<file path="config.mk">
export PLATFORM = sky130hd
export DESIGN_NAME = var_dt_scheduler
export DESIGN_NICKNAME = d
export VERILOG_FILES = /design/src/rtl/var_dt_pkg.sv /design/src/rtl/var_dt_min_tree.sv /design/src/rtl/var_dt_scheduler.sv
export SDC_FILE = /design/constraint.sdc
export NUM_CORES = 1
export LEC_CHECK = 0
export CAP_MARGIN = 15
export CORE_ASPECT_RATIO = 1.1
export CORE_UTILIZATION = 30
export CTS_BUF_LIST = sky130_fd_sc_hd__clkbuf_8
export DETAILED_ROUTE_END_ITERATION = 7
export GPL_TIMING_DRIVEN = 0
export PLACE_DENSITY_LB_ADDON = 0.05
export SKIP_LAST_GASP = 1
export SLEW_MARGIN = 15
export SYNTH_ARGS = -nofsm -noshare
export SYNTH_HDL_FRONTEND = slang
export SYNTH_SLANG_ARGS = --single-unit
</file>
<file path="constraint.sdc">
create_clock -name clk_i -period 14.5 [get_ports clk_i]
set_input_delay 2.9 -clock clk_i [delete_from_list [all_inputs] [get_ports clk_i]]
set_output_delay 2.9 -clock clk_i [all_outputs]
set_load 0.01 [all_outputs]
</file>
<file path="src/rtl/var_dt_pkg.sv">
// Shared types for the variable-timestep scheduler: default widths,
// dt / emulated-time types and the scheduler state encoding.
package var_dt_pkg;

    localparam int DT_WIDTH_DEF   = 25;
    localparam int TIME_WIDTH_DEF = 48;

    typedef logic [DT_WIDTH_DEF-1:0]   dt_t;
    typedef logic [TIME_WIDTH_DEF-1:0] emu_time_t;

    typedef enum logic [1:0] {
        IDLE,
        RUN,
        PAUSE,
        DONE
    } sched_state_e;

endpackage

</file>
<file path="src/rtl/var_dt_min_tree.sv">
// Combinational minimum over the valid requester timesteps.
// min_dt_o is all-ones when nothing is valid; any_valid_o qualifies it.
module var_dt_min_tree #(
    parameter int N = 4,
    parameter int W = 25
) (
    input  logic [N-1:0]   valid_i,
    input  logic [N*W-1:0] dt_i,
    output logic [W-1:0]   min_dt_o,
    output logic           any_valid_o
);

    always_comb begin
        min_dt_o    = '1;
        any_valid_o = 1'b0;
        for (int i = 0; i < N; i++) begin
            if (valid_i[i]) begin
                any_valid_o = 1'b1;
                if (dt_i[i*W +: W] < min_dt_o) begin
                    min_dt_o = dt_i[i*W +: W];
                end
            end
        end
    end

endmodule

</file>
<file path="src/rtl/var_dt_scheduler.sv">
// Variable-timestep scheduler: issues the smallest requested dt, clamped to
// DT_MAX and to the time left before stop. Define VAR_DT_STEP_COUNT_EN to add step_count_o.
//
// state | meaning
// IDLE  | stopped, waiting for start (ignored after a livelock error)
// RUN   | a step is taken on every edge with stall low
// PAUSE | host stall, all outputs frozen
// DONE  | emulated time reached the latched stop
module var_dt_scheduler
    import var_dt_pkg::*;
#(
    parameter int          N_REQ      = 4,
    parameter int          DT_WIDTH   = DT_WIDTH_DEF,
    parameter int          TIME_WIDTH = TIME_WIDTH_DEF,
    parameter int unsigned DT_MAX     = 2**(DT_WIDTH-1),
    parameter int          ZERO_LIMIT = 8
) (
    input  logic                      clk_i,
    input  logic                      rst_i,
    input  logic                      start_i,
    input  logic                      abort_i,
    input  logic                      stall_i,
    input  logic [TIME_WIDTH-1:0]     stop_time_i,
    input  logic [N_REQ-1:0]          req_valid_i,
    input  logic [N_REQ*DT_WIDTH-1:0] req_dt_i,
    output logic [DT_WIDTH-1:0]       dt_out_o,
    output logic                      step_en_o,
    output logic [N_REQ-1:0]          grant_o,
    output logic [TIME_WIDTH-1:0]     emu_time_o,
    output logic                      busy_o,
    output logic                      done_o,
    output logic                      zero_err_o
`ifdef VAR_DT_STEP_COUNT_EN
    ,
    output logic [31:0]               step_count_o
`endif
);

    localparam int                    ZW       = $clog2(ZERO_LIMIT + 1);
    localparam logic [DT_WIDTH-1:0]   DT_MAX_C = DT_WIDTH'(DT_MAX);
    localparam logic [TIME_WIDTH-1:0] DT_MAX_T = TIME_WIDTH'(DT_MAX);
    localparam logic [ZW-1:0]         ZLIM_C   = ZW'(ZERO_LIMIT);

    sched_state_e state_q, state_d;

    logic [DT_WIDTH-1:0]   dt_q, dt_d;
    logic [N_REQ-1:0]      grant_q, grant_d;
    logic [TIME_WIDTH-1:0] time_q, time_d;
    logic [TIME_WIDTH-1:0] stop_q, stop_d;
    logic [ZW-1:0]         zcnt_q, zcnt_d;
    logic                  zero_err_q, zero_err_d;

    logic                  step_take, arm_run, reach_stop, zero_hit;
    logic [TIME_WIDTH-1:0] time_adv, base_time, calc_stop, gap;
    logic [DT_WIDTH-1:0]   rem_dt, min_dt, dt_next;
    logic                  any_valid;
    logic [N_REQ-1:0]      grant_next;
    logic [ZW-1:0]         zcnt_next;

    var_dt_min_tree #(
        .N (N_REQ),
        .W (DT_WIDTH)
    ) u_min_tree (
        .valid_i     (req_valid_i),
        .dt_i        (req_dt_i),
        .min_dt_o    (min_dt),
        .any_valid_o (any_valid)
    );

    assign step_take  = (state_q == RUN) && !stall_i && !abort_i;
    assign arm_run    = (state_q == IDLE || state_q == DONE) && start_i && !zero_err_q
                        && !abort_i && (stop_time_i > time_q);
    assign time_adv   = time_q + TIME_WIDTH'(dt_q);
    assign reach_stop = (time_adv == stop_q);
    assign zcnt_next  = (dt_q == '0) ? zcnt_q + ZW'(1) : '0;
    assign zero_hit   = (dt_q == '0) && (zcnt_next == ZLIM_C);

    // The next dt is measured from where the upcoming step starts: the
    // current time when arming, the advanced time while running.
    always_comb begin
        base_time = (state_q == RUN) ? time_adv : time_q;
        calc_stop = (state_q == RUN) ? stop_q : stop_time_i;
        gap       = (calc_stop > base_time) ? calc_stop - base_time : '0;
        rem_dt    = (gap > DT_MAX_T) ? DT_MAX_C : gap[DT_WIDTH-1:0];
        dt_next   = (rem_dt < DT_MAX_C) ? rem_dt : DT_MAX_C;
        if (any_valid && (min_dt < dt_next)) begin
            dt_next = min_dt;
        end
        grant_next = '0;
        for (int i = 0; i < N_REQ; i++) begin
            grant_next[i] = req_valid_i[i] && (req_dt_i[i*DT_WIDTH +: DT_WIDTH] == dt_next);
        end
    end

    always_ff @(posedge clk_i) begin
        if (rst_i) begin
            state_q <= IDLE;
        end else begin
            state_q <= state_d;
        end
    end

    always_comb begin
        state_d = state_q;
        if (abort_i) begin
            state_d = IDLE;
        end else begin
            case (state_q)
                IDLE, DONE: begin
                    if (start_i && !zero_err_q) begin
                        state_d = (stop_time_i > time_q) ? RUN : DONE;
                    end
                end
                RUN: begin
                    if (stall_i) begin
                        state_d = PAUSE;
                    end else if (reach_stop) begin
                        state_d = DONE;
                    end else if (zero_hit) begin
                        state_d = IDLE;
                    end
                end
                PAUSE: begin
                    if (!stall_i) begin
                        state_d = RUN;
                    end
                end
                default: state_d = IDLE;
            endcase
        end
    end

    // step_en is the one combinational path: stall must gate the model in the same cycle.
    always_comb begin
        step_en_o = (state_q == RUN) && !stall_i;
        busy_o    = (state_q == RUN) || (state_q == PAUSE);
        done_o    = (state_q == DONE);
    end

    always_comb begin
        dt_d       = dt_q;
        grant_d    = grant_q;
        time_d     = time_q;
        stop_d     = stop_q;
        zcnt_d     = zcnt_q;
        zero_err_d = zero_err_q;
        if (abort_i) begin
            dt_d    = '0;
            grant_d = '0;
        end else if (arm_run) begin
            stop_d  = stop_time_i;
            dt_d    = dt_next;
            grant_d = grant_next;
        end else if (step_take) begin
            time_d = time_adv;
            zcnt_d = zcnt_next;
            if (reach_stop || zero_hit) begin
                dt_d    = '0;
                grant_d = '0;
            end else begin
                dt_d    = dt_next;
                grant_d = grant_next;
            end
            if (!reach_stop && zero_hit) begin
                zero_err_d = 1'b1;
            end
        end
    end

    always_ff @(posedge clk_i) begin
        if (rst_i) begin
            dt_q       <= '0;
            grant_q    <= '0;
            time_q     <= '0;
            stop_q     <= '0;
            zcnt_q     <= '0;
            zero_err_q <= 1'b0;
        end else begin
            dt_q       <= dt_d;
            grant_q    <= grant_d;
            time_q     <= time_d;
            stop_q     <= stop_d;
            zcnt_q     <= zcnt_d;
            zero_err_q <= zero_err_d;
        end
    end

    assign dt_out_o   = dt_q;
    assign grant_o    = grant_q;
    assign emu_time_o = time_q;
    assign zero_err_o = zero_err_q;

`ifdef VAR_DT_STEP_COUNT_EN
    logic [31:0] step_cnt_q;

    always_ff @(posedge clk_i) begin
        if (rst_i) begin
            step_cnt_q <= '0;
        end else if (arm_run && (state_q == IDLE)) begin
            step_cnt_q <= '0;
        end else if (step_take && (step_cnt_q != '1)) begin
            step_cnt_q <= step_cnt_q + 32'd1;
        end
    end

    assign step_count_o = step_cnt_q;
`endif

endmodule

</file>
; After elaboration in Yosys (flattened, before gate mapping)
; Index checks and enable logic that the tools add are counted.
[word_totals]
regBits = 132
latchBits = 0
mem_bits_rw = 0
rom_bits = 0
in_bits = 157
output_inout_bits = 81
elab_cells = 95
n_memories = 0
[classes]
addsub = 3
multipliers = 0
div = 0
order_cmp = 9
eq_ne = 12
shifts = 0
mux = 32
bitwise = 2
n_reduce_logical = 30
[op_table]
columns = op, count
row1 = 25-bit 2-to-1 mux, 14
row2 = 48-bit 2-to-1 mux, 3
row3 = 25-bit == test, 4
row4 = 25-bit less-than comparator, 4
row5 = 48-bit greater-than comparator, 2
row6 = "25-bit less-than comparator, second input constant", 2
row7 = 48-bit by 25-bit adder with 48-bit output, 1
row8 = 48-bit == test, 1
row9 = "48-bit by 25-bit greater-than comparator with 1-bit output, second input constant", 1
row10 = 48-bit subtractor, 1
row11 = 25-bit zero test, 1
row12 = 4-bit 2-to-1 mux, 4
row13 = 1-bit logical AND, 14
row14 = 2-bit 2-to-1 mux, 6
row15 = 2-bit one-hot mux with 3 select lines, 1
row16 = 3-bit AND reduction, 2
row17 = "4-bit by 1-bit adder with 4-bit output, second input constant", 1
row18 = "2-bit == test, second input constant", 2
row19 = "4-bit == test, second input constant", 1
row20 = 1-bit zero test, 4
row21 = 1-bit 2-to-1 mux, 4
row22 = "2-bit != test, second input constant", 2
row23 = "4-bit != test, second input constant", 1
row24 = 4-bit AND reduction, 1
row25 = 7 further kinds, 11

; Depth between registers and ports, before layout
[logic_depth]
ltp_word = 20
ltp_mapped = 65
mapped_depth_nobuf = 56

; Hierarchy
; From an unflattened synthesis, not the netlist that was laid out.
[unflattened]
cells_unflattened = 2617
hier_area_um2 = 19761.5
[modules_own_cells]
columns = module, instances, cells_per_inst, area_per_inst_um2, seq_area_each_um2
row1 = var_dt_scheduler, 1, 2223, 16809.9, 2642.5
row2 = var_dt_min_tree, 1, 394, 2951.6, 0.0

; Least setup slack after synthesis
; OpenSTA, ideal clock, no wires.
[synth_timing]
kind = input to register
from = in req_dt_i[15]
to = reg grant_q[2], in the netlist grant_o[2]
setup_ps = 69
arrival_time_ps = 15458
required_time_ps = 14431
slack_ps = -1026
stages = 60
n_path_buf = 9
path_cell_list = nand4_1 > or4_1 > o41ai_1 > clkbuf_1 > nor2_1 > ha_1 > nand4_1 > nor3_1 > nor4b_1 > o311a_1 > or2_1 > buf_4 > clkbuf_1 > buf_1 > a21oi_1 > inv_1 > ha_1 > and4_1 > (+24 left out) > mux2i_1 > inv_1 > ha_1 > a21o_1 > a21o_1 > a21o_1 > a21o_1 > a21o_1 > a211o_1 > a211oi_1 > inv_1 > o41ai_4 > buf_6 > mux2_2 > a22oi_1 > o221ai_1 > or4_1 > o21ai_1
[synth_via]
elab_chain_len = 20
[synth_rtl]
columns = item, line
row1 = from (decl), var_dt_scheduler.sv:25  ; input logic [N_REQ*DT_WIDTH-1:0] req_dt_i,
row2 = 25-bit less-than comparator, var_dt_min_tree.sv:19  ; if (dt_i[i*W +: W] < min_dt_o) begin
row3 = 25-bit 2-to-1 mux (*), var_dt_min_tree.sv:19
row4 = 25-bit 2-to-1 mux (*), var_dt_min_tree.sv:17  ; if (valid_i[i]) begin
row5 = 25-bit less-than comparator, var_dt_min_tree.sv:19
row6 = 25-bit 2-to-1 mux, var_dt_min_tree.sv:19
row7 = 25-bit 2-to-1 mux (*), var_dt_min_tree.sv:17
row8 = 25-bit less-than comparator, var_dt_min_tree.sv:19
row9 = 25-bit 2-to-1 mux, var_dt_min_tree.sv:19
row10 = (+4 left out), n/a
row11 = 25-bit less-than comparator, var_dt_scheduler.sv:86  ; if (any_valid && (min_dt < dt_next)) begin
row12 = 1-bit logical AND, var_dt_scheduler.sv:86
row13 = 25-bit 2-to-1 mux (*), var_dt_scheduler.sv:86
row14 = 25-bit == test (*), var_dt_scheduler.sv:91  ; grant_next[i] = req_valid_i[i] && (req_dt_i[i*DT_WIDTH +: DT_WIDTH] == dt_next);
row15 = 1-bit logical AND (*), var_dt_scheduler.sv:91
row16 = 4-bit 2-to-1 mux, var_dt_scheduler.sv:157  ; if (reach_stop || zero_hit) begin
row17 = 4-bit 2-to-1 mux, var_dt_scheduler.sv:154  ; end else if (step_take) begin
row18 = 4-bit 2-to-1 mux (*), var_dt_scheduler.sv:150  ; end else if (arm_run) begin
row19 = to (signal assigned), var_dt_scheduler.sv:180  ; grant_q <= grant_d;
row20 = to (decl), var_dt_scheduler.sv:47  ; logic [N_REQ-1:0] grant_q, grant_d;
; Mark *: on every way between the ends. The rest lies on a longest branch, timed or not. The select of a mux whose other input is x is not followed.
; A chain may end at the register's enable or synchronous reset.

; Worst setup path in the final report
[layout_timing]
from = in req_dt_i[1]
to = reg grant_q[2], in the netlist grant_o[2]
; Same word-level chain as after synthesis.

==> out/results.txt <==
The run finished, with violations left. The checks that failed: design-rule violations. The number of iterations in the first detailed-routing pass is 8, and the worst path arrival time is 14.69 ns.

At the end of the flow, the number of nets in the layout was 3,267. The start of the worst register-to-register path is emu_time_o[1]$_SDFFE_PP0P_. Setup violations remaining at the end of the flow were counted as 0.

The minimum clock period after layout is 14.21 ns. The final weighted congestion of routability-driven global placement is 0.990. After Yosys synthesis, XOR and XNOR cells account for 9.92% of the synthesized area. In this run the tightest slew margin relative to its limit is 20.8%. The largest family of logic cells by synthesized area was compound AO/OA/AOI/OAI gates. Summing the areas of all compound-gate instances in the mapped netlist gives 23.7% of the synthesized area. Once detail routing completed, the nets flagged for antenna violations numbered 0.

The area growth from synthesis to layout is 28.4%. The tools report the clock tree root driver cell as clkbuf_8. Entering global routing, the biggest net connects 17 pins. Summed over its instances, the top area cell type makes up 14.1% of the synthesized netlist area.

The average routed wire per standard cell came out at 26.1 µm. The floorplan has 96 rows. Ranked by instance count, the synthesized netlist is headed by nor2_1 (298), nand2_1 (215), ha_1 (213), a21oi_1 (194), inv_1 (165). The worst setup path is launched from an input port. The clock passes through at most 2 buffers.

The clock transition time at the flip-flop clock pins of the worst setup and hold paths is 0.09 ns. The slowest stage of the critical path is the mux2i_1 cell. The routed design has 97,600 µm of wire.

The register bit count reported by yosys was 132. 238 I/O pins were placed. The initial utilization of the core area, before any placement, comes to 30.3%. Of the total synthesized cell area, the portion taken by AND, OR, NAND and NOR gates is 21.3%.

Clock latency on the worst-skew pair, taken at its later pin, is 0.56 ns. The terminating pin of the worst hold path was zcnt_q[3]$_SDFFE_PP0P_. The slew at the pin closest to its max-slew limit was 1.18 ns. The initial antenna violation count is 2, and the final count of hold timing violations is 0.

Synthesis produced a netlist whose cell count is 2,563. Endpoint required time on the critical path: 14.99 ns. Summing all placed instances gives a cell area of 22,300 µm². The number of buffer cells added on primary ports is 234, and the via count of the first global-routing pass is 20,600. The tools report the post-synthesis cell type count as 92. The standard cell core area is 62,300 µm², and the final period utilization is 98.0%.

The vias per cell was 5.73; the total routing resource utilization after global routing was 30.1%. The total power density per cell area is 81.3 nW/µm². The number of vias after detailed routing is 21,400, and the mean instance size in the synthesized netlist is 7.37 µm². For the setup slack of the most critical reg-to-reg path, the log shows 2.01 ns. For this run, the leading register cell type out of synthesis is dfxtp_1.

The startpoint-to-endpoint class of the critical path is input port to flop. The number of buffers created by CTS came out at 17. TritonCTS built the clock tree. By instance count, the leading cell after synthesis is nor2_1. The fraction of registers with async set or reset after synthesis is 0%. After synthesis, the cell types taking the most area are ha_1 (14%), dfxtp_1 (14%), xnor2_1 (6.9%). The cell count of the worst hold path came out at 2. For this run, the slowest stage of the critical path takes 0.85 ns. The tools report the number of design-rule violations left by the first detailed-router iteration as 1,824. The tools report the endpoint of the most critical register-to-register path as grant_o[2]$_SDFFE_PP0P_. The worst hold margin came out at 0.479 ns. The synthesized design spends more area on one cell type than any other, namely ha_1. The most numerous cell type found on the critical path is a21o_1. The post-synth design cell area is 18,900 µm². The worst min-delay path class was flop to flop. The design draws 1.97 mW. The worst setup path is captured at a flop. Of the synthesized area, sequential elements account for 14.0%. In this run the worst setup path begins at req_dt_i[1]. Once detailed placement completed, the half-perimeter wirelength came to 79,700 µm.

IR analysis of the VDD net gives a maximum drop of 0.0000467 V. For this run, design rule violations remaining after detail routing come to 2. From left edge to right edge, the die measures 241 µm. For this run, the top clock speed supported by timing is 70.4 MHz.

The largest driver fanout on the critical path was 10. After clock tree synthesis, the flow added hold-fix buffers numbering 0. The share of synthesized cell area in full adder, half adder and majority cells works out to 14.5%. The max-slew violation count was 0; the share of layout cells above drive strength 1 was 12.2%.

The final design area excluding fillers is 24,300 µm². The multiplexer fraction of the synthesized cell area was 10.6%; the number of nets produced by synthesis was 2,935. The first global-routing pass estimated 141,000 µm of wire. The run gives 9.65 nW as the cell leakage power. In this run the number of H-tree levels came out at 4. The clock skew was 0.0295 ns; the total global routing overflow was 0. The count of warnings emitted by yosys was 0; the count of fill cells added during filler insertion was 6,591. Yosys mapped a number of flops with a built-in enable equal to 0. Clock tree synthesis found a total of 132 sinks.

The area enclosed by the die boundary is 64,000 µm². Measured in cells, the most critical reg-to-reg path has a length of 43. The tools report the max capacitance violation total as 0. Startpoint of the most critical hold path: zcnt_q[3]$_SDFFE_PP0P_. In this run the vertical extent of the chip is 265 µm.
## per-layer routing
layer	vias up	part of all wire [%]	global-route usage (%)
met5	-	0	0
met4	0	5.9	16.1
met3	219	5.5	3.38
met2	886	46	49.1
met1	10300	43	38.5
li1	9978	-	-
## final cells by class
cell class                 instances  area [µm²]  share of cell area (%)
timing repair buffer             313        2970                    12.2
buffer                           119         699                    2.88
sequential                       132        2640                    10.9
clock buffer                      19         262                    1.08
tap                              833        1040                    4.29
antenna                            2        5.00                  0.0206
multi-input combinational       2145       15900                    65.4
clock inverter                    13         149                   0.614
inverter                         167         627                    2.58
## worst max-delay path, delay by kind of cell
| family | cells | cell delay, ns |
|---|---|---|
| AO/OA/AOI/OAI | 26 | 4.99 |
| adder cells (fa/ha/maj) | 4 | 1.05 |
| buffers and inverters | 17 | 2.61 |
| multiplexers | 2 | 1.40 |
| AND/OR/NAND/NOR | 11 | 1.75 |
## flip-flops by register name (all words and copies together), names as in the netlist
register    cells
state_q         2
zero_err_o      1
stop_q         48
emu_time_o     48
grant_o         4
dt_out_o       25
zcnt_q          4
## repair_timing
item,in CTS,in global routing
gates cloned,2,1
pin swaps,18,43
gates resized for setup,172,105
setup buffers,34,42
setup endpoints to repair,29,25
## cell families after synthesis
logic type,count (synthesis)
muxes,190
buffers and inverters,286
xor gates and xnor gates,214
DFF,132
and+or+nand+nor,854
adders and majority gates,218
AOI/OAI and AO/OA,669
## how the worst max path moves through the flow
stage	endpoint	slack, ns	depth (start not counted)
global route	grant_o[2]$_SDFFE_PP0P_	-0.04	63
global placement	grant_o[2]$_SDFFE_PP0P_	-4.29	59
finish	grant_o[2]$_SDFFE_PP0P_	0.29	60
floorplan	grant_o[2]$_SDFFE_PP0P_	0.02	61
detailed placement	grant_o[2]$_SDFFE_PP0P_	-4.44	57
CTS	grant_o[1]$_SDFFE_PP0P_	0.005	62
## placed cells by master (no fill, tap or decap), types with 26 or more instances in the layout
cell	count
inv_1	158
dfxtp_1	132
nor2b_1	31
a21oi_1	180
nor3_1	41
nand2b_1	26
mux2i_1	90
buf_4	77
a211oi_1	30
o21ai_0	105
nor4_1	33
mux2_2	62
nor2_1	288
clkbuf_1	74
nand3_1	51
nand2_1	214
ha_1	206
xor2_1	66
a21o_1	67
xnor2_1	148
o211ai_1	30
nand4_1	63
clkdlybuf4s50_1	209
## where the power goes
| part | total, mW | leakage [nW] | internal (mW) | switching, mW |
|---|---|---|---|---|
| Combinational | 1.23 | 8.38 | 0.511 | 0.716 |
| Sequential | 0.386 | 1.07 | 0.372 | 0.0141 |
| Clock | 0.359 | 0.205 | 0.164 | 0.195 |
## metrics by stage
stage          TNS [ns]  worst slack, ns  cells  util (%)
3_5_place_dp    -102.36            -4.44   3630      35.8
5_1_grt         -0.0557          -0.0437   3742      38.9
2_1_floorplan         0           0.0247   2563         -
3_3_place_gp     -98.63            -4.29   3630      35.8
6_report              0            0.294   3743      38.9
4_1_cts               0          0.00498   3698      37.7
Note: power is estimated with default switching activity, not from simulation.
